$ cat src/rtl/fifo_rd.sv
// fifo_rd: drains a FIFO in bursts once it reports full. Every word read is
// checked against an incrementing reference sequence that starts at EXP_INIT,
// and the block keeps a saturating error count, a sticky error flag and a
// count of completed bursts.
module fifo_rd #(
  parameter logic [7:0] EXP_INIT = 8'd0,
  parameter int         RD_LAT   = 1
) (
  input  logic        clk,
  input  logic        rst_n,
  input  logic        rdempty,
  input  logic        rdfull,
  input  logic [7:0]  rddata,
  output logic        rdreq,
  output logic [7:0]  data,
  output logic        data_vld,
  output logic [7:0]  err_cnt,
  output logic        err_flag,
  output logic [15:0] burst_cnt,
  output logic        done
);

  typedef enum logic [1:0] {
    IDLE   = 2'b00,
    READ   = 2'b01,
    DRAIN  = 2'b10,
    FINISH = 2'b11
  } state_t;

  state_t            state;
  logic [RD_LAT-1:0] rd_pipe;
  logic              rd_vld;
  logic [7:0]        exp_val;

  // DRAIN waits a single cycle, so the read-valid delay line is only correct
  // for a one-cycle FIFO read latency.
  assign rd_vld = rd_pipe[RD_LAT-1];

  // Requests go out only in READ and never while the FIFO reports empty.
  assign rdreq = (state == READ) && !rdempty;

  // Burst sequencing, read-valid pipeline, data capture and checking.
  always_ff @(posedge clk) begin
    if (!rst_n) begin
      state     <= IDLE;
      rd_pipe   <= '0;
      exp_val   <= EXP_INIT;
      data      <= '0;
      data_vld  <= 1'b0;
      err_cnt   <= '0;
      err_flag  <= 1'b0;
      burst_cnt <= '0;
      done      <= 1'b0;
    end else begin
      done <= 1'b0;

      case (state)
        IDLE: begin
          if (rdfull) begin
            state   <= READ;
            exp_val <= EXP_INIT;
          end
        end
        READ: begin
          // rdfull is deliberately ignored here; only empty ends the burst.
          if (rdempty) begin
            state <= DRAIN;
          end
        end
        DRAIN: begin
          // done and burst_cnt are registered so both are visible during FINISH.
          state     <= FINISH;
          done      <= 1'b1;
          burst_cnt <= burst_cnt + 16'd1;
        end
        FINISH: begin
          state <= IDLE;
        end
        default: begin
          state <= IDLE;
        end
      endcase

      rd_pipe[0] <= rdreq;
      for (int unsigned i = 1; i < RD_LAT; i++) begin
        rd_pipe[i] <= rd_pipe[i-1];
      end

      data_vld <= rd_vld;
      if (rd_vld) begin
        data <= rddata;
        if (rddata != exp_val) begin
          err_flag <= 1'b1;
          if (err_cnt != '1) begin
            err_cnt <= err_cnt + 8'd1;
          end
        end
        // The reference keeps counting on its own even after a mismatch.
        exp_val <= exp_val + 8'd1;
      end
    end
  end

endmodule

$ cat config.mk
export PLATFORM = sky130hd
export DESIGN_NAME = fifo_rd
export DESIGN_NICKNAME = d
export VERILOG_FILES = /design/src/rtl/fifo_rd.sv
export SDC_FILE = /design/constraint.sdc
export NUM_CORES = 1
export LEC_CHECK = 0
export CAP_MARGIN = 20
export CORE_MARGIN = 4
export CORE_UTILIZATION = 35
export DETAILED_ROUTE_END_ITERATION = 12
export PLACE_DENSITY_LB_ADDON = 0.1
export SYNTH_ARGS = -nofsm -noshare
export SYNTH_HDL_FRONTEND = slang
export SYNTH_SLANG_ARGS = --single-unit
$ cat constraint.sdc
create_clock -name clk -period 1.8 [get_ports clk]
set_clock_uncertainty 0.2 [all_clocks]
set_input_delay 0.18 -clock clk [delete_from_list [all_inputs] [get_ports clk]]
set_output_delay 0.18 -clock clk [all_outputs]
set_load 0.02 [all_outputs]
==> impl_metrics.csv <==
group,metric,value,unit
outcome,outcome,"complete, no violations",
timing,fin_hold_ws,297,ps
floorplanning,fp.dieW,87.4,µm
timing,fmax,567,MHz
placed_design,dpl.hpwl,3330,µm
cells_and_area,layout_common_cells,"dfxtp_1, clkdlybuf4s50_1, nand2_1, and2_1, mux2i_1",
cells_and_area,final_common_cell,"dfxtp_1",
logic_synthesis,post_synth_num_cell_types,34,
global_routing,track_usage,13.3,%
floorplanning,chipHeight,87.4,µm
timing,fin_crit_sh,98.0,%
worst_setup_path,path_delay_family,"simple AND/OR/NAND/NOR gates",
route,vias,1774,
worst_setup_path,cp_slowest_stage_delay,350,ps
placed_design,pre_cts_ws,-153,ps
pwr,leakage,1.41,nW
route,avgViaCountPerCell,4.71,
logic_synthesis,synth-simple-area-share,30.9,%
global_routing,grtUsageMet2,20.6,%
floorplanning,core_area,6030,µm²
cells_and_area,layout.nets,319,
global_routing,use_met3,4.92,%
logic_synthesis,dominantRegCellSynth,"dfxtp_1",
logic_synthesis,synth_top_area_share,41.7,%
floorplanning,die_area,7640,µm²
worst_setup_path,arrival,1770,ps
clock_tree,postCtsHoldBufs,0,
clock_tree,cts_root_buf,"clkbuf_8",
global_routing,globalRouteMet1Util,17.0,%
route,wl,4700,µm
floorplanning,floorplan.initialDensity,36.6,%
worst_hold_path,holdCritPathClass,"register to register",
timing,relSlewSlack,82.7,%
clock_tree,cts_max_level,2,
pwr,p_int,1.80,mW
logic_synthesis,synthCells,236,
logic_synthesis,synth_adder_area_share,3.40,%
worst_setup_path,path_buf_inv,1,
logic_synthesis,synth_top_family_by_area,"simple AND/OR/NAND/NOR gates",
clock_tree,path_clk_slew,80,ps
worst_setup_path,cp-end-kind,"register",
global_routing,grt_pass1_wl,8070,µm
timing,period_minus_slack,1760,ps
logic_synthesis,synthArstFlopShare,0,%
logic_synthesis,synth_compound_area_share,3.29,%
route,ant_nets,0,
clock_tree,clk-insertion-delay-late,300,ps
global_routing,grt_overflow,0,
logic_synthesis,synth-seq-cells,46,
pwr,p_sw_share,28.5,%
route,dr.pass1.iters,4,
floorplanning,core.rowCount,28,
logic_synthesis,syn_nets,254,
clock_tree,clk_path_buf_depth,2,
logic_synthesis,syn_avg_cell_area,9.35,µm²
logic_synthesis,synthTopCellsByArea,"dfxtp_1, mux2i_1, and2_1, xor2_1, nand2_1",
timing,setup_ws,35.3,ps
clock_tree,post_cts_buffers,0,
route,drtIter0Drc,61,
placed_design,gp_congestion,0.722,
logic_synthesis,muxShareOfSynthArea,8.62,%
pwr,pwr-share-comb,24.4,%
timing,tightest_slew,259,ps
logic_synthesis,synth_area,2210,µm²
worst_setup_path,cp_slowest_cell,"nor4_4",
pwr,pwr-share-seq,45.5,%
worst_setup_path,crit_path_cell_trace,"inv_2, ha_4, nand4_1, nor4_4, nand3_1, xnor2_1, and2_1",
logic_synthesis,synth_edf_count,0,
clock_tree,cts_tree,"done",
global_routing,grt-busiest-layer,"met2",
pwr,p_per_area,826,nW/µm²
flow_run,drv_cap,0,
cells_and_area,drive_gt1_share,14.9,%
logic_synthesis,ys_warn_count,0,
global_routing,grt_max_degree,56,
pwr,p_clk_share,30.1,%
route,drc_errors,0,
floorplanning,ios,48,
timing,final-hold-violation-count,0,
logic_synthesis,synth-xor-area-share,9.53,%
global_routing,grt_antenna_before_repair,0,
logic_synthesis,yosysTopAreaCell,"dfxtp_1",
timing,setup-violations-final,0,
clock_tree,cts_buffers,5,
cells_and_area,n_antenna_cell,0,
worst_setup_path,cp_max_fo,4,
worst_setup_path,cp.required,1800,ps
timing,finalMaxSlewViolations,0,
worst_setup_path,worstSetupStartpointType,"register",
route,wl_per_cell,12.5,µm
pwr,finalPower,2.53,mW
placed_design,io_buffers,47,
logic_synthesis,synth-seq-area-share,41.7,%
timing,rsz0062_at_grt,"true",
pwr,peakVddDrop,0.525,mV
cells_and_area,areaGrowthSynthToFinish,38.5,%
clock_tree,cts.sinks,46,
pwr,p_switching,0.720,mW
global_routing,grt_pass1_vias,1748,
worst_setup_path,crit_type,"register to register",
logic make-up (layout without fill, tap and decap cells):
group | after synthesis | count (layout)
AND/OR/NAND/NOR | 116 | 116
flip-flops | 46 | 46
XOR/XNOR | 24 | 24
multiplexers | 19 | 19
buffers and inverters | 13 | 79
AO/OA/AOI/OAI | 12 | 12
adder cells (fa/ha/maj) | 6 | 6
per-stage QoR:
step                setup TNS (ps)  std cells  area [µm²]  util [%]
floorplan                        0        236        2210         -
global placement              -827        369        2890      47.9
detailed placement            -957        369        2890      47.9
CTS                              0        377        3000      49.7
global route                 -69.5        377        3060      50.7
finish                           0        377        3060      50.7
per-layer routing:
metal	vias to the layer above	wire [µm]
met5	-	0
met4	0	58
met3	6	269
met2	33	1980
met1	805	2390
li1	930	-
worst paths after layout:
path            startpoint             to  slack (ps)  depth (start not counted)
max               state[0]  burst_cnt[13]          40                          7
min          burst_cnt[15]  burst_cnt[15]         300                          2
max reg2reg       state[0]  burst_cnt[13]          40                          7
min reg2reg  burst_cnt[15]  burst_cnt[15]         300                          2
what timing repair did:
item,CTS,global route
pin swaps,0,5
setup endpoints to repair,9,16
cloned,0,0
gates resized for setup,6,22
sequential cells by signal, summed over array words and instances (netlist names):
name and flops:
burst_cnt 16, data 8, data_vld 1, done 1, err_cnt 8, err_flag 1
exp_val 8, rd_pipe 1, state 2
worst reg2reg max path, cell delays in order, from the launching register on:
cell,delay (ps)
dfxtp_2,330
inv_2,70
ha_4,150
nand4_1,160
nor4_4,350
nand3_1,130
xnor2_1,130
and2_1,150
synth_stat cells, types with 6 or more instances:
cell      count
nor2_1        8
nand2_1      24
and2_1       22
and3_1        6
xor2_1       14
nand4_1       9
nor2b_1      12
xnor2_1      10
mux2i_1      19
nand2b_1      7
ha_1          6
nand3_1      15
dfxtp_1      46
layout make-up:
class / instances / area (µm²)
fill: 594 / 2970
multi-input combinational: 177 / 1270
sequential: 46 / 923
timing repair buffer: 66 / 639
tap: 75 / 93.8
clock buffer: 5 / 68.8
clock inverter: 3 / 40.0
inverter: 5 / 18.8
power by group through the flow:
stage | logic (mW) | registers, mW | clock network [mW]
after floorplan | 0.294 | 1.20 | 0
after global placement | 0.609 | 1.16 | 0
after detailed placement | 0.613 | 1.16 | 0
after CTS | 0.609 | 1.14 | 0.789
after global routing | 0.685 | 1.16 | 0.838
final | 0.617 | 1.15 | 0.760
Note: power is estimated with default switching activity, not from simulation.
